[src/rtl/tuner_phy_pkg.sv]
// rtl/tuner_phy_pkg.sv - shared state encoding for the tuner lock PHY
package tuner_phy_pkg;

   typedef enum logic [3:0] {
      IDLE    = 4'd0,
      SELECT  = 4'd1,
      APPLY_C = 4'd2,
      MEAS_C  = 4'd3,
      APPLY_U = 4'd4,
      MEAS_U  = 4'd5,
      APPLY_D = 4'd6,
      MEAS_D  = 4'd7,
      DECIDE  = 4'd8,
      FAIL    = 4'd9
   } tuner_lock_state_e;

   function automatic logic is_apply(input tuner_lock_state_e s);
      return (s == APPLY_C) || (s == APPLY_U) || (s == APPLY_D);
   endfunction

endpackage

[src/rtl/tuner_lock_peak_sel.sv]
// rtl/tuner_lock_peak_sel.sv - combinational peak-table entry selector
// Ports:
//   i_tune[]  / i_pwr[] : captured peak table (codes / powers)
//   i_cnt               : index of highest valid entry
//   i_mode, i_idx       : 0 = highest power (lowest index on ties), 1 = entry i_idx
//   o_code, o_pwr       : chosen entry
//   o_idx_bad           : index mode asked for an entry beyond i_cnt
module tuner_lock_peak_sel #(
   parameter int DAC_WIDTH  = 8,
   parameter int ADC_WIDTH  = 8,
   parameter int NUM_TARGET = 4
) (
   input  logic [DAC_WIDTH-1:0]          i_tune [NUM_TARGET],
   input  logic [ADC_WIDTH-1:0]          i_pwr  [NUM_TARGET],
   input  logic [$clog2(NUM_TARGET)-1:0] i_cnt,
   input  logic                          i_mode,
   input  logic [$clog2(NUM_TARGET)-1:0] i_idx,
   output logic [DAC_WIDTH-1:0]          o_code,
   output logic [ADC_WIDTH-1:0]          o_pwr,
   output logic                          o_idx_bad
);

   logic [DAC_WIDTH-1:0] best_code;
   logic [ADC_WIDTH-1:0] best_pwr;

   always_comb begin
      best_code = i_tune[0];
      best_pwr  = i_pwr[0];
      // strict greater-than keeps the lowest index on ties
      for (int i = 1; i < NUM_TARGET; i++) begin
         if ((i <= int'(i_cnt)) && (i_pwr[i] > best_pwr)) begin
            best_code = i_tune[i];
            best_pwr  = i_pwr[i];
         end
      end

      if (i_mode) begin
         o_code    = i_tune[i_idx];
         o_pwr     = i_pwr[i_idx];
         o_idx_bad = (i_idx > i_cnt);
      end else begin
         o_code    = best_code;
         o_pwr     = best_pwr;
         o_idx_bad = 1'b0;
      end
   end

endmodule

[src/rtl/tuner_lock_phy.sv]
// rtl/tuner_lock_phy.sv - ring tuner centre/up/down dither lock engine
// Optional feature macro: TUNER_LOCK_LOSS_DETECT_EN (lock-loss check in MEAS_C).
// Ports:
//   i_clk, i_rst (async active-low)   clock / reset
//   i_lock_en                          level enable, low returns to IDLE
//   i_peaks_val / o_peaks_rdy          peak table handshake, table on i_ring_tune_peaks,
//                                      i_pwr_peaks, i_peaks_cnt, i_sel_mode, i_sel_idx
//   o_ring_tune_val / i_ring_tune_rdy  tune request, code on o_ring_tune
//   i_pwr_val / i_pwr                  settled drop-power sample
//   o_locked, o_lock_code, o_fail      status; o_mon_state current FSM state
module tuner_lock_phy
   import tuner_phy_pkg::*;
#(
   parameter int DAC_WIDTH  = 8,
   parameter int ADC_WIDTH  = 8,
   parameter int NUM_TARGET = 4,
   parameter int LOCK_CNT   = 4
) (
   input  logic                          i_clk,
   input  logic                          i_rst,
   input  logic                          i_lock_en,
   input  logic                          i_peaks_val,
   output logic                          o_peaks_rdy,
   input  logic [DAC_WIDTH-1:0]          i_ring_tune_peaks [NUM_TARGET],
   input  logic [ADC_WIDTH-1:0]          i_pwr_peaks [NUM_TARGET],
   input  logic [$clog2(NUM_TARGET)-1:0] i_peaks_cnt,
   input  logic                          i_sel_mode,
   input  logic [$clog2(NUM_TARGET)-1:0] i_sel_idx,
   output logic                          o_ring_tune_val,
   input  logic                          i_ring_tune_rdy,
   output logic [DAC_WIDTH-1:0]          o_ring_tune,
   input  logic                          i_pwr_val,
   input  logic [ADC_WIDTH-1:0]          i_pwr,
   output logic                          o_locked,
   output logic [DAC_WIDTH-1:0]          o_lock_code,
   output logic                          o_fail,
   output tuner_lock_state_e             o_mon_state
);

   localparam int IW = $clog2(NUM_TARGET);
   localparam int SW = $clog2(LOCK_CNT + 1);
   localparam logic [SW-1:0]        LOCK_MAX = SW'(LOCK_CNT);
   localparam logic [DAC_WIDTH-1:0] CODE_MAX = '1;

   tuner_lock_state_e state_q, state_d;
   logic [DAC_WIDTH-1:0] c_q, c_d;
   logic [SW-1:0]        stab_q, stab_d;
   logic                 locked_q, locked_d;
   logic [ADC_WIDTH-1:0] pc_q, pc_d, pu_q, pu_d, pd_q, pd_d;
`ifdef TUNER_LOCK_LOSS_DETECT_EN
   // reference power is only consumed by the lock-loss check
   logic [ADC_WIDTH-1:0] pref_q, pref_d;
`endif

   // peak table is captured on the handshake so the search stage may move on
   logic [DAC_WIDTH-1:0] tab_tune_q [NUM_TARGET];
   logic [DAC_WIDTH-1:0] tab_tune_d [NUM_TARGET];
   logic [ADC_WIDTH-1:0] tab_pwr_q  [NUM_TARGET];
   logic [ADC_WIDTH-1:0] tab_pwr_d  [NUM_TARGET];
   logic [IW-1:0]        tab_cnt_q, tab_cnt_d, tab_idx_q, tab_idx_d;
   logic                 tab_mode_q, tab_mode_d;

   logic [DAC_WIDTH-1:0] sel_code;
   logic [ADC_WIDTH-1:0] sel_pwr;
   logic                 sel_idx_bad;
   logic                 loss_det;

   tuner_lock_peak_sel #(
      .DAC_WIDTH (DAC_WIDTH),
      .ADC_WIDTH (ADC_WIDTH),
      .NUM_TARGET(NUM_TARGET)
   ) u_peak_sel (
      .i_tune   (tab_tune_q),
      .i_pwr    (tab_pwr_q),
      .i_cnt    (tab_cnt_q),
      .i_mode   (tab_mode_q),
      .i_idx    (tab_idx_q),
      .o_code   (sel_code),
      .o_pwr    (sel_pwr),
      .o_idx_bad(sel_idx_bad)
   );

   always_comb begin
`ifdef TUNER_LOCK_LOSS_DETECT_EN
      loss_det = locked_q && (i_pwr < (pref_q >> 1));
`else
      loss_det = 1'b0;
`endif
   end

   always_comb begin
      state_d    = state_q;
      c_d        = c_q;
      stab_d     = stab_q;
      locked_d   = locked_q;
      pc_d       = pc_q;
      pu_d       = pu_q;
      pd_d       = pd_q;
`ifdef TUNER_LOCK_LOSS_DETECT_EN
      pref_d     = pref_q;
`endif
      tab_tune_d = tab_tune_q;
      tab_pwr_d  = tab_pwr_q;
      tab_cnt_d  = tab_cnt_q;
      tab_idx_d  = tab_idx_q;
      tab_mode_d = tab_mode_q;

      if (!i_lock_en) begin
         state_d  = IDLE;
         stab_d   = '0;
         locked_d = 1'b0;
      end else begin
         unique case (state_q)
            IDLE: begin
               if (i_peaks_val) begin
                  tab_tune_d = i_ring_tune_peaks;
                  tab_pwr_d  = i_pwr_peaks;
                  tab_cnt_d  = i_peaks_cnt;
                  tab_idx_d  = i_sel_idx;
                  tab_mode_d = i_sel_mode;
                  state_d    = SELECT;
               end
            end
            SELECT: begin
               if (sel_idx_bad || (sel_pwr == '0)) begin
                  state_d = FAIL;
               end else begin
                  c_d     = sel_code;
`ifdef TUNER_LOCK_LOSS_DETECT_EN
                  pref_d  = sel_pwr;
`endif
                  state_d = APPLY_C;
               end
            end
            APPLY_C: if (i_ring_tune_rdy) state_d = MEAS_C;
            MEAS_C: begin
               if (i_pwr_val) begin
                  pc_d = i_pwr;
                  if (loss_det) begin
                     state_d  = FAIL;
                     locked_d = 1'b0;
                     stab_d   = '0;
                  end else if (c_q != CODE_MAX) begin
                     state_d = APPLY_U;
                  end else begin
                     pu_d    = '0;
                     state_d = APPLY_D;
                  end
               end
            end
            APPLY_U: if (i_ring_tune_rdy) state_d = MEAS_U;
            MEAS_U: begin
               if (i_pwr_val) begin
                  pu_d = i_pwr;
                  if (c_q != '0) begin
                     state_d = APPLY_D;
                  end else begin
                     pd_d    = '0;
                     state_d = DECIDE;
                  end
               end
            end
            APPLY_D: if (i_ring_tune_rdy) state_d = MEAS_D;
            MEAS_D: begin
               if (i_pwr_val) begin
                  pd_d    = i_pwr;
                  state_d = DECIDE;
               end
            end
            DECIDE: begin
               // a skipped side reads 0 and so can never beat the centre
               // strictly, which keeps c from wrapping at either end
               if ((pc_q >= pu_q) && (pc_q >= pd_q)) begin
                  stab_d   = (stab_q == LOCK_MAX) ? stab_q : stab_q + 1'b1;
                  locked_d = (stab_d == LOCK_MAX);
               end else begin
                  c_d      = (pu_q >= pd_q) ? c_q + 1'b1 : c_q - 1'b1;
                  stab_d   = '0;
                  locked_d = 1'b0;
               end
               state_d = APPLY_C;
            end
            FAIL:    state_d = FAIL;
            default: state_d = IDLE;
         endcase
      end
   end

   always_ff @(posedge i_clk or negedge i_rst) begin
      if (!i_rst) begin
         state_q    <= IDLE;
         c_q        <= '0;
         stab_q     <= '0;
         locked_q   <= 1'b0;
         pc_q       <= '0;
         pu_q       <= '0;
         pd_q       <= '0;
`ifdef TUNER_LOCK_LOSS_DETECT_EN
         pref_q     <= '0;
`endif
         tab_tune_q <= '{default: '0};
         tab_pwr_q  <= '{default: '0};
         tab_cnt_q  <= '0;
         tab_idx_q  <= '0;
         tab_mode_q <= 1'b0;
      end else begin
         state_q    <= state_d;
         c_q        <= c_d;
         stab_q     <= stab_d;
         locked_q   <= locked_d;
         pc_q       <= pc_d;
         pu_q       <= pu_d;
         pd_q       <= pd_d;
`ifdef TUNER_LOCK_LOSS_DETECT_EN
         pref_q     <= pref_d;
`endif
         tab_tune_q <= tab_tune_d;
         tab_pwr_q  <= tab_pwr_d;
         tab_cnt_q  <= tab_cnt_d;
         tab_idx_q  <= tab_idx_d;
         tab_mode_q <= tab_mode_d;
      end
   end

   // ready is gated by reset so it is low while reset is held
   assign o_peaks_rdy     = i_rst && (state_q == IDLE) && i_lock_en;
   assign o_ring_tune_val = is_apply(state_q);
   // c only changes in DECIDE/SELECT, so the code is stable during APPLY_x
   assign o_ring_tune     = (state_q == APPLY_U) ? c_q + 1'b1 :
                            (state_q == APPLY_D) ? c_q - 1'b1 : c_q;
   assign o_locked        = locked_q;
   assign o_lock_code     = c_q;
   assign o_fail          = (state_q == FAIL);
   assign o_mon_state     = state_q;

endmodule

[config.mk]
export PLATFORM = sky130hd
export DESIGN_NAME = tuner_lock_phy
export DESIGN_NICKNAME = d
export VERILOG_FILES = /design/src/rtl/tuner_phy_pkg.sv /design/src/rtl/tuner_lock_peak_sel.sv /design/src/rtl/tuner_lock_phy.sv
export SDC_FILE = /design/constraint.sdc
export NUM_CORES = 1
export LEC_CHECK = 0
export ABC_AREA = 1
export ABC_CLOCK_PERIOD_IN_PS = 11140
export CAP_MARGIN = 20
export CORE_MARGIN = 4
export CORE_UTILIZATION = 35
export DETAILED_ROUTE_END_ITERATION = 8
export PLACE_DENSITY_LB_ADDON = 0.05
export SETUP_SLACK_MARGIN = 0.5
export SYNTH_ARGS = -nofsm -noshare
export SYNTH_HDL_FRONTEND = slang
export SYNTH_HIERARCHICAL = 1
export SYNTH_SLANG_ARGS = --single-unit
[constraint.sdc]
create_clock -name i_clk -period 11.14 [get_ports i_clk]
set_input_delay 1.671 -clock i_clk [delete_from_list [all_inputs] [get_ports i_clk]]
set_output_delay 1.671 -clock i_clk [all_outputs]
set_load 0.005 [all_outputs]
# Yosys cells after proc, flatten, opt, wreduce, memory -nomap -nowiden
# Index checks and enable logic that the tools add are counted.
dict set report totals {
  ff_bits 109
  in_bits 83
  output_inout_bits 24
  wordCells 128
}
dict set report classes {
  addsub 3
  order_cmp 11
  n_eq_ne 27
  mux 47
  n_bitwise 1
  reduce_logical 21
}
# operator count
set ops {}
lappend ops {{$mux W8} 22}
lappend ops {{$pmux W8 S2} 3}
lappend ops {{$mux W4} 10}
lappend ops {{$pmux W4 S10} 1}
lappend ops {{$bmux W8 S2} 2}
lappend ops {{$ge A8 B8 Y1} 3}
lappend ops {{$gt A8 B8 Y1} 3}
lappend ops {{$ne A3 B3 Y1 const B} 7}
lappend ops {{$eq A4 B3 Y1 const B} 4}
lappend ops {{$ne A2 B2 Y1 const B} 7}
lappend ops {{$mux W3} 4}
lappend ops {{$reduce_and A5 Y1} 2}
lappend ops {{$add A8 B1 Y8 const B} 1}
lappend ops {{$eq A4 B2 Y1 const B} 2}
lappend ops {{$eq A4 B4 Y1 const B} 2}
lappend ops {{$logic_not A8 Y1} 1}
lappend ops {{$ne A8 B8 Y1 const B} 1}
lappend ops {{$reduce_bool A8 Y1} 1}
lappend ops {{$sub A8 B1 Y8 const B} 1}
lappend ops {{$reduce_and A7 Y1} 1}
lappend ops {{$eq A3 B3 Y1 const B} 2}
lappend ops {{$logic_and A1 B1 Y1} 6}
lappend ops {{$reduce_and A3 Y1} 2}
lappend ops {{$reduce_bool A2 Y1} 3}
lappend ops {{other kinds (13)} 19}

# Depth between registers and ports, before layout
# Gate-level depths: netlist (run 1).
dict set report logic_depth {
  depth_word 15
  mapped_depth 45
  ltp_nobuf 42
}

# Modules after synthesis
# The synthesis (run 1) kept the hierarchy.
# mod n_inst cells_each area_per_inst_um2
set modules_own_cells {}
lappend modules_own_cells {tuner_lock_phy 1 571 5620.4}
lappend modules_own_cells {tuner_lock_peak_sel 1 387 2107.0}

# Worst setup path before layout (run 1)
# No wires, ideal clock.
dict set report synth_path {
  kind {register -> register}
  startpoint {register tab_pwr_q[23] (netlist bit)}
  endpoint {register c_q[7] (netlist: o_lock_code[7])}
  setup_time_ns 0.065
  arrival_time_ns 5.303
  required_time_ns 11.075
  setup_slack_ns 5.772
  path_stages_with_launch 39
  path_buffers 3
  path_cell_list {dfrtp_1 ha_1 a21o_1 nor2_1 nand2_2 nand2_4 clkbuf_1 nand2_1 o21ai_0 inv_1 ha_1 a21oi_1 o21bai_1 a221oi_1 nand2_4 nand2_4 buf_6 nand2_1 [... 3 more ...] o21bai_1 a221oi_1 o211ai_1 nand2_2 buf_2 o21ai_0 inv_1 nand2_1 nand2_1 nor2_1 nand4_1 nand2_1 nand2_1 nand2_1 inv_1 nand2_2 nand2_1 nand2_1}
}
dict set report synth_via {
  elab_chain_cells 14
  elab_cells_between_ends 23
  classes_between {order compare: 3; eq/ne: 1; mux: 13; reduce/logical: 6}
}
# element line
set synth_rtl {}
lappend synth_rtl {{from (decl)} tuner_lock_phy.sv:58} ;# logic [ADC_WIDTH-1:0] tab_pwr_q [NUM_TARGET];
lappend synth_rtl {{from (signal assigned)} tuner_lock_phy.sv:218} ;# tab_pwr_q <= tab_pwr_d;
lappend synth_rtl {{$gt A8 B8 Y1} tuner_lock_peak_sel.sv:31} ;# if ((i <= int'(i_cnt)) && (i_pwr[i] > best_pwr)) begin
lappend synth_rtl {{$logic_and A1 B1 Y1} tuner_lock_peak_sel.sv:31}
lappend synth_rtl {{$mux W8 (*)} tuner_lock_peak_sel.sv:31}
lappend synth_rtl {{$gt A8 B8 Y1} tuner_lock_peak_sel.sv:31}
lappend synth_rtl {{$logic_and A1 B1 Y1} tuner_lock_peak_sel.sv:31}
lappend synth_rtl {{$mux W8 (*)} tuner_lock_peak_sel.sv:31}
lappend synth_rtl {{$gt A8 B8 Y1} tuner_lock_peak_sel.sv:31}
lappend synth_rtl {{$logic_and A1 B1 Y1} tuner_lock_peak_sel.sv:31}
lappend synth_rtl {{$mux W8 (*)} tuner_lock_peak_sel.sv:31}
lappend synth_rtl {{$mux W8 (*)} tuner_lock_peak_sel.sv:37} ;# if (i_mode) begin
lappend synth_rtl {{via sel_pwr[5]} tuner_lock_phy.sv:64} ;# logic [ADC_WIDTH-1:0] sel_pwr;
lappend synth_rtl {{$logic_not A8 Y1 (*)} tuner_lock_phy.sv:125} ;# if (sel_idx_bad || (sel_pwr == '0)) begin
lappend synth_rtl {{$logic_or A1 B1 Y1 (*)} tuner_lock_phy.sv:125}
lappend synth_rtl {{$ne A2 B2 Y1 (no line) (*)} -}
lappend synth_rtl {{$reduce_and A4 Y1 (no line) (*)} -}
lappend synth_rtl {{to (signal assigned)} tuner_lock_phy.sv:192} ;# c_q <= '0;
lappend synth_rtl {{to (signal assigned)} tuner_lock_phy.sv:208} ;# c_q <= c_d;
lappend synth_rtl {{to (decl)} tuner_lock_phy.sv:46} ;# logic [DAC_WIDTH-1:0] c_q, c_d;
# The timed path passes the listed nets; every way through them passes the cells marked *. The select of a mux whose other input is x is not followed.
# A chain may end at the register's enable or synchronous reset.

# Worst setup path after layout (run 1)
dict set report layout_path {
  startpoint {register tab_pwr_q[27] (netlist bit)}
  endpoint {register c_q[4] (netlist: o_lock_code[4])}
}
# Same word-level chain as after synthesis.

==> results.sh, run 1 <==
export IMPL_status="complete, no violations"
export IMPL_grt_pass1_wl_um=33700
export IMPL_synth_simple_area_share=0.216
export IMPL_syn_area_mm2=0.00773
export IMPL_htree_levels=3
export IMPL_wl_per_cell_um=15.3
export IMPL_drv_cap=0
export IMPL_grt_pass1_vias=6257
export IMPL_power_density_mw_per_mm2=336
export IMPL_grt_usage=0.171
export IMPL_wl_um=20400
export IMPL_synth_top_family_by_area="simple AND/OR/NAND/NOR gates"
export IMPL_yosysTopAreaCell="dfrtp_1"
export IMPL_synth_flop_cell="dfrtp_1"
export IMPL_avgViaCountPerCell=4.75
export IMPL_num_antenna_cells=0
export IMPL_grt_start_max_net_pins=58
export IMPL_core_area_mm2=0.0218
export IMPL_tightestPinTransition_ps=966
export IMPL_synth_top_area_share=0.353
export IMPL_drive_above_1_share=0.140
export IMPL_report_final_hold_viol_count=0
export IMPL_synth_area_mux_share=0.114
export IMPL_synth_area_leaders="dfrtp_1 35%, nand2_1 10%, mux2_2 9.0%"
export IMPL_synth_compound_area_share=0.131
export IMPL_num_io_pins=107
export IMPL_cp_required_ps=11440
export IMPL_overflow=0
export IMPL_synth_xor_area_frac=0.0102
export IMPL_setup_viol=0
export IMPL_crit_path_start="tab_pwr_q[27]"
export IMPL_path_clk_slew_ps=70
export IMPL_final_nets=1181
export IMPL_final_setup_worst_slack_ps=4660
export IMPL_slew_headroom=0.355
export IMPL_row_count=54
export IMPL_drtAntennaViolNets=0
export IMPL_drt_initial_drc_count=277
export IMPL_avgSynthCellArea_um2=8.07
export IMPL_dp_hpwl_um=15700
export IMPL_port_buffers=106
export IMPL_syn2layout_area_growth_pct=20.5
export IMPL_clk_latency_ps=360
export IMPL_synth_nets=1094
export IMPL_async_reset_ff_frac=1.00
export IMPL_layout_min_cycle_time_ps=6480
export IMPL_dp_slack_ps=4610
export IMPL_crit_top_cell="nand2_1"
export IMPL_crit_path_end_kind="register"
export IMPL_cp_data_arrival_time_ps=6780
export IMPL_hold_start="o_locked"
export IMPL_gp_congestion=0.847
export IMPL_finalCritPeriodShare=0.582
export IMPL_antenna_found_initial=0
export IMPL_clockRootBuffer="clkbuf_16"
export IMPL_syn_inst=958
export IMPL_synth_most_common_cell="nand2_1"
export IMPL_yosys_warnings=6
export IMPL_post_cts_buffers=0
export IMPL_ctsHoldBuffers=0
export IMPL_finalClockSkew_ps=7.15
export IMPL_start_kind="register"
export IMPL_die_area_mm2=0.0245
export IMPL_fin_setup_tns_ps=0
export IMPL_cts_made_buffers=9
export IMPL_die_y_um=157
export IMPL_initial_core_util=0.355
export IMPL_cts_num_sinks=109
export IMPL_hold_path_class="register to register"
export IMPL_drc=0
export IMPL_synthTopCellsByCount="209 x nand2_1, 131 x inv_1, 109 x dfrtp_1, 75 x o21ai_0, 66 x nand3_1"
export IMPL_leakagePower_nw=4.62
export IMPL_cts_path_max_buffers=2
export IMPL_max_freq_mhz=154
export IMPL_slowest_stage="o211ai_1"
export IMPL_cp_max_fo=26
export IMPL_report_final_slew_viol_count=0
export IMPL_synth_seq_cells=109
export IMPL_fp_dieW_um=157
export IMPL_cts_resized=0
export IMPL_vias=6314
export IMPL_peakVddDrop_v=0.000151
export IMPL_timing_rr_start="tab_pwr_q[27]"
export IMPL_synth_edf_count=0
export IMPL_synth_distinct_cells=50
export IMPL_yosysSeqAreaShare=0.353
export IMPL_cts_tree="yes"
export IMPL_first_pass_iters=5
export IMPL_synthAdderAreaFrac=0.0858
export IMPL_max_stage_delay_ps=620
export IMPL_critPathKind="register to register"
export IMPL_rsz0062_at_grt="no"
==> placed cells by master, fill, tap and decap left out, types with 4 or more instances in the layout <==
| master | count |
|---|---|
| clkbuf_16 | 9 |
| ha_1 | 53 |
| nand3_1 | 66 |
| nor2_1 | 46 |
| xor2_1 | 6 |
| a21oi_2 | 7 |
| nor2_2 | 4 |
| o21ai_0 | 75 |
| inv_1 | 131 |
| and2_1 | 7 |
| mux2_2 | 62 |
| nand2_1 | 209 |
| mux2_4 | 10 |
| clkdlybuf4s50_1 | 105 |
| nand2_2 | 11 |
| buf_4 | 4 |
| a21oi_1 | 40 |
| nand3_2 | 9 |
| o21ai_2 | 8 |
| inv_2 | 5 |
| dfrtp_1 | 109 |
| o22ai_1 | 19 |
==> stage by stage <==
stage          hold WS, ps  instances   util  power (mW)  instance area, um^2
2_1_floorplan          476        958      -        2.29                 7730
3_3_place_gp           486       1313  0.412        2.80                 8970
3_5_place_dp           495       1314  0.414        2.81                 9000
4_1_cts                513       1329  0.428        3.17                 9310
5_1_grt                532       1329  0.428        3.51                 9310
6_report               509       1329  0.428        3.13                 9310
==> worst max-delay path, delay by kind of cell, from the launching register on <==
family,cells,cell delay (ps)
flops,1,400
compound gates,7,2110
simple gates,20,2700
buf+inv,5,330
fa+ha+maj,3,860
==> registers in the layout, indices dropped and copies added (netlist names) <==
signal,cells
tab_tune_q,32
pd_q,8
pc_q,8
tab_cnt_q,2
o_locked,1
pu_q,8
o_mon_state,4
stab_q,3
tab_mode_q,1
tab_idx_q,2
o_lock_code,8
tab_pwr_q,32
==> final timing paths <==
check                                 end  slack, ps  depth (start not counted)
max in group asynchronous   tab_pwr_q[18]       8560                          2
max reg2reg                o_lock_code[4]       4660                         35
max                        o_lock_code[4]       4660                         35
min reg2reg                      o_locked        510                          2
min in group asynchronous         pc_q[2]       1360                          1
min                              o_locked        510                          2
==> power breakdown <==
group,switching (mW),internal (mW),total [mW],leakage [nW]
Clock,0.157,0.183,0.340,0.151
Combinational,1.18,0.834,2.02,3.19
Sequential,0.193,0.578,0.771,1.27
Total,1.53,1.60,3.13,4.62
==> metal layers <==
layer | track usage | vias up | wire length, um
li1 | - | 3331 | -
met1 | 0.248 | 2870 | 10200
met2 | 0.270 | 101 | 9130
met3 | 0.0288 | 12 | 798
met4 | 0.0380 | 0 | 225
met5 | 0 | - | 0
==> area by class of cell <==
type	instances	area, um^2
tap	280	350
fill	2259	12400
timing repair buffer	110	1110
sequential	109	2730
multi-input combinational	678	4300
clock inverter	5	67.6
inverter	137	517
clock buffer	10	239
==> cells by family (layout without fill, tap and decap cells) <==
group / Yosys count / after routing
xor gates and xnor gates: 9 / 9
adders and majority gates: 53 / 53
buffers and inverters: 171 / 262
muxes: 75 / 75
and+or+nand+nor: 370 / 370
DFF: 109 / 109
AOI/OAI and AO/OA: 171 / 171
Note: power is estimated with default switching activity, not from simulation.
==> inputs of run 2 (changes only) <==
ABC_CLOCK_PERIOD_IN_PS = 6780   (was 11140)
clock period = 6.78 ns   (was 11.14 ns; I/O delays follow)
==> run 2 against run 1 <==
Sequential power up 65%. Final area up 0.79%. Via count up 2.5%. Non-clock buffer count up 3. Hold slack worse by 13 ps. Clock-buffer cell count unchanged. Routed wire length up 1.7%. Combinational power up 71%. Register-to-register slack worse by 3600 ps. Core utilization up 0.34 points. Die area unchanged. Largest cell class unchanged.
==> results.sh, run 2 (synthesis results as in run 1) <==
export IMPL_status="complete, no violations"
export IMPL_peakVddDrop_v=0.000243
export IMPL_drt_initial_drc_count=361
export IMPL_p_sw_frac=0.494
export IMPL_cp_max_fo=26
export IMPL_wl_met3_um=821
export IMPL_syn2layout_area_growth_pct=21.4
export IMPL_layout_min_cycle_time_ps=5740
export IMPL_n_fill_cell=2221
export IMPL_overflow=0
export IMPL_dp_hpwl_um=15800
export IMPL_final_nets=1184
export IMPL_layout_commonest_cell="nand2_1"
export IMPL_crit_path_end_kind="register"
export IMPL_drc=0
export IMPL_power_frac_clock=0.109
export IMPL_row_count=54
export IMPL_final_setup_worst_slack_ps=1040
export IMPL_core_area_mm2=0.0218
export IMPL_placed_cell_area_mm2=0.00902
export IMPL_antenna_found_initial=0
export IMPL_cp_required_ps=7070
export IMPL_p_int_mw=2.68
export IMPL_htree_levels=3
export IMPL_report_final_slew_viol_count=0
export IMPL_slowest_stage="dfrtp_1"
export IMPL_grt_pass1_vias=6264
export IMPL_reg_largest_list="tab_pwr_q: 32 flops, tab_tune_q: 32 flops"
export IMPL_path_clk_slew_ps=80
export IMPL_port_buffers=106
export IMPL_final_cell_mix="209 x nand2_1, 131 x inv_1, 109 x dfrtp_1"
export IMPL_max_stage_delay_ps=410
export IMPL_fin_cells=1333
export IMPL_crit_top_cell="nand2_1"
export IMPL_p_total_mw=5.30
export IMPL_fin_setup_tns_ps=0
export IMPL_fp_dieW_um=157
export IMPL_tightestPinTransition_ps=983
export IMPL_wl_per_cell_um=15.5
export IMPL_met1Wirelength_um=10300
export IMPL_whs_path_depth=2
export IMPL_die_y_um=157
export IMPL_power_density_mw_per_mm2=564
export IMPL_stdcell_area_mm2=0.00938
export IMPL_hold_path_class="register to register"
export IMPL_die_area_mm2=0.0245
export IMPL_setup_viol=0
export IMPL_cts_made_buffers=9
export IMPL_clockRootBuffer="clkbuf_16"
export IMPL_rsz0062_at_grt="no"
export IMPL_cts_num_sinks=109
export IMPL_ctsHoldBuffers=0
export IMPL_drtAntennaViolNets=0
export IMPL_gp_congestion=0.835
export IMPL_leakagePower_nw=4.63
export IMPL_dp_slack_ps=363
export IMPL_max_freq_mhz=174
export IMPL_cts_tree="yes"
export IMPL_num_antenna_cells=0
export IMPL_drv_cap=0
export IMPL_wl_um=20700
export IMPL_dp_cells=1316
export IMPL_pwr_share_seq=0.240
export IMPL_first_pass_iters=6
export IMPL_finalCritPeriodShare=0.847
export IMPL_top_layer="met4"
export IMPL_holdWs_ps=496
export IMPL_p_sw_mw=2.62
export IMPL_initial_core_util=0.355
export IMPL_cts_path_max_buffers=2
export IMPL_grt_pass1_wl_um=33500
export IMPL_p_comb_frac=0.651
export IMPL_clk_latency_ps=360
export IMPL_vias=6470
export IMPL_num_io_pins=107
export IMPL_fin_util=0.431
export IMPL_route_met2_wl_um=9400
export IMPL_avgViaCountPerCell=4.85
export IMPL_start_kind="register"
export IMPL_slew_headroom=0.344
export IMPL_grt_usage=0.170
export IMPL_drive_above_1_share=0.144
export IMPL_grt_start_max_net_pins=52
export IMPL_cp_data_arrival_time_ps=6030
export IMPL_ff2ff_path_depth=35
export IMPL_critPathKind="register to register"
export IMPL_finalClockSkew_ps=9.45
export IMPL_report_final_hold_viol_count=0
[run 2: critical path: cells and delay by family (launching register included)]
family                     cells  cell delay [ps]
and+or+nand+nor               20             2250
AOI/OAI and AO/OA              7             1570
adders and majority gates      3              890
buffers and inverters          5              490
DFF                            1              410
[run 2: routing by layer]
metal / global-route usage / vias up
met2: 0.273 / 149
li1: - / 3353
met3: 0.0249 / 9
met4: 0.0322 / 0
met5: 0 / -
met1: 0.246 / 2959
[run 2: final timing paths]
check | start | end | slack, ps
worst max-delay path | tab_pwr_q[25] | o_lock_code[3] | 1040
worst min-delay path | o_locked | o_locked | 500
worst max register to register | tab_pwr_q[25] | o_lock_code[3] | 1040
worst min register to register | o_locked | o_locked | 500
max in group asynchronous | i_rst | tab_tune_q[11] | 4710
min in group asynchronous | i_rst | pc_q[2] | 510
[run 2: repair_timing]
item / CTS / global route
resized for setup: 2 / 6
buffers inserted: 0 / 1
setup endpoints to repair: 9 / 11
pin swaps: 0 / 1
[run 2: final cells by class]
class,instances,area (um^2),area share
Clock buffer,10,239,0.0255
Sequential cell,109,2730,0.291
Inverter,137,517,0.0551
Timing Repair Buffer,113,1130,0.121
Tap cell,280,350,0.0373
Clock inverter,6,75.1,0.00800
Multi-Input combinational cell,678,4340,0.463
[run 2: power by group through the flow]
stage	registers [mW]	clock network, mW	logic [mW]
after floorplan	1.14	0	2.62
after global placement	1.29	0	3.35
after detailed placement	1.29	0	3.36
after CTS	1.28	0.598	3.40
after global routing	1.32	0.621	3.95
final	1.27	0.579	3.45
==> inputs of run 3 (changes only) <==
ABC_CLOCK_PERIOD_IN_PS = 5650   (was 6780)
clock period = 5.65 ns   (was 6.78 ns; I/O delays follow)
==> run 3 against run 2 <==
Hold slack better by 8.4 ps. Critical path type unchanged. Critical path depth is 1 higher. Die area stayed put. Clock skew is 3.8 ps higher. Sequential share of layout area is 2.2 points lower. Via count is 5.2% higher. First-iteration DRC count is 11% lower. Final area is 8.3% higher. Clock-buffer cell count is 1 lower. Flip-flop and latch count stayed put. Highest routed layer unchanged.
==> results.sh, run 3 (synthesis results as in run 1) <==
export IMPL_crit_end="o_lock_code[4]"
export IMPL_cts_tree="yes"
export IMPL_grt_start_max_net_pins=60
export IMPL_die_y_um=157
export IMPL_rsz0062_at_grt="yes"
export IMPL_fp_dieW_um=157
export IMPL_ff_latch_area_mm2=0.00273
export IMPL_crit_path_end_kind="register"
export IMPL_syn2layout_area_growth_pct=31.4
export IMPL_cp_required_ps=5950
export IMPL_report_final_slew_viol_count=0
export IMPL_setup_viol=0
export IMPL_dp_hpwl_um=16000
export IMPL_cts_num_sinks=109
export IMPL_ff2ff_path_depth=36
export IMPL_max_freq_mhz=202
export IMPL_final_cell_mix="191 x nand2_1, 122 x inv_1, 108 x dfrtp_1"
export IMPL_drc=0
export IMPL_initial_core_util=0.355
export IMPL_port_buffers=106
export IMPL_row_count=54
export IMPL_status="complete, no violations"
export IMPL_cp_data_arrival_time_ps=5250
export IMPL_grt_pass1_vias=6445
export IMPL_overflow=0
export IMPL_tightestPinTransition_ps=860
export IMPL_core_area_mm2=0.0218
export IMPL_r2r_end="o_lock_code[4]"
export IMPL_drt_initial_drc_count=323
export IMPL_finalCritPeriodShare=0.877
export IMPL_wl_per_cell_um=16.1
export IMPL_layout_commonest_cell="nand2_1"
export IMPL_cts_made_buffers=9
export IMPL_clockRootBuffer="clkbuf_16"
export IMPL_report_final_hold_viol_count=0
export IMPL_crit_path_start="tab_pwr_q[26]"
export IMPL_n_fill_cell=2161
export IMPL_drive_above_1_share=0.237
export IMPL_num_antenna_cells=0
export IMPL_start_kind="register"
export IMPL_hold_path_class="register to register"
export IMPL_antenna_found_initial=0
export IMPL_die_area_mm2=0.0245
export IMPL_first_pass_iters=5
export IMPL_timing_rr_start="tab_pwr_q[26]"
export IMPL_multi_input_area_mm2=0.00476
export IMPL_fin_setup_tns_ps=0
export IMPL_layout_min_cycle_time_ps=4950
export IMPL_grt_pass1_wl_um=35300
export IMPL_critPathKind="register to register"
export IMPL_ctsHoldBuffers=0
export IMPL_grt_usage=0.179
export IMPL_htree_levels=3
export IMPL_drv_cap=0
export IMPL_avgViaCountPerCell=4.93
export IMPL_final_nets=1230
export IMPL_vias=6805
export IMPL_gp_congestion=0.838
export IMPL_r2r_slack_ps=700
export IMPL_slowest_stage="dfrtp_1"
export IMPL_clk_latency_ps=360
export IMPL_crit_top_cell="nand2_1"
export IMPL_drtAntennaViolNets=0
export IMPL_max_stage_delay_ps=360
export IMPL_path_clk_slew_ps=80
export IMPL_cp_max_fo=7
export IMPL_slew_headroom=0.426
export IMPL_finalClockSkew_ps=13.2
export IMPL_cts_path_max_buffers=2
export IMPL_reg_largest_list="tab_pwr_q: 32 flops, tab_tune_q: 32 flops"
export IMPL_wl_um=22200
export IMPL_num_io_pins=107
run 3: changes by cell type in the layout (fill, tap and decap cells not counted), moves of 4 or more:
cell     before  now
ha_1         53   43
inv_1       131  122
buf_4         7   42
ha_4          0   10
inv_2         5   13
nand2_8       3    7
nand2_4       1    8
o21ai_0      73   59
nand3_2       9   15
o21ai_2       8   16
nand2_1     209  191
nand2_2      10   22
nand3_1      66   60
buf_6         0    5
run 3: final cells by class:
class                      instances  area share
timing repair buffer             154       0.145
clock buffer                       9      0.0222
tap                              280      0.0345
multi-input combinational        683       0.469
inverter                         137      0.0514
clock inverter                     7     0.00949
sequential                       109       0.269
run 3: metrics by stage:
step / instance area, um^2 / setup slack (ps) / hold WS, ps / utilization / std cells
after floorplan: 7740 / 515 / 476 / - / 958
after global placement: 9030 / 98.8 / 487 / 0.415 / 1320
after detailed placement: 9060 / 19.6 / 493 / 0.416 / 1321
after CTS: 9640 / 539 / 511 / 0.443 / 1363
after global routing: 10200 / 387 / 516 / 0.467 / 1379
final: 10200 / 697 / 505 / 0.467 / 1379
run 3: routing by layer:
| metal | vias up | track usage | part of all wire |
|---|---|---|---|
| met3 | 24 | 0.0263 | 0.047 |
| met4 | 0 | 0.0355 | 0.014 |
| met1 | 3159 | 0.260 | 0.48 |
| li1 | 3453 | - | - |
| met2 | 169 | 0.286 | 0.46 |
| met5 | - | 0 | 0 |
run 3: repair_timing:
action	CTS	global route
gates resized for setup	16	94
pin swaps	13	50
setup endpoints to repair	11	11
setup buffers	21	16
gates cloned	5	0
hold endpoints to repair	0	0
run 3: how the worst min path moves through the flow:
stage | startpoint | endpoint | slack [ps] | depth (start not counted)
2_1_floorplan | o_locked | o_locked | 480 | 2
3_3_place_gp | o_locked | o_locked | 490 | 2
3_5_place_dp | tab_pwr_q[16] | tab_pwr_q[16] | 490 | 1
4_1_cts | o_locked | o_locked | 510 | 2
5_1_grt | o_locked | o_locked | 520 | 2
6_report | o_locked | o_locked | 500 | 2
run 3: worst max-delay path, delay by kind of cell (launching register included):
kind	cells	cell delay, ps
flip-flops	1	360
AO/OA/AOI/OAI	9	1590
adder cells (fa/ha/maj)	3	700
AND/OR/NAND/NOR	17	1430
buffers and inverters	7	790
Power of run 3 is left out: the tool's default activity adds up to more than one toggle a clock period on the data nets, which glitch-free logic cannot reach.
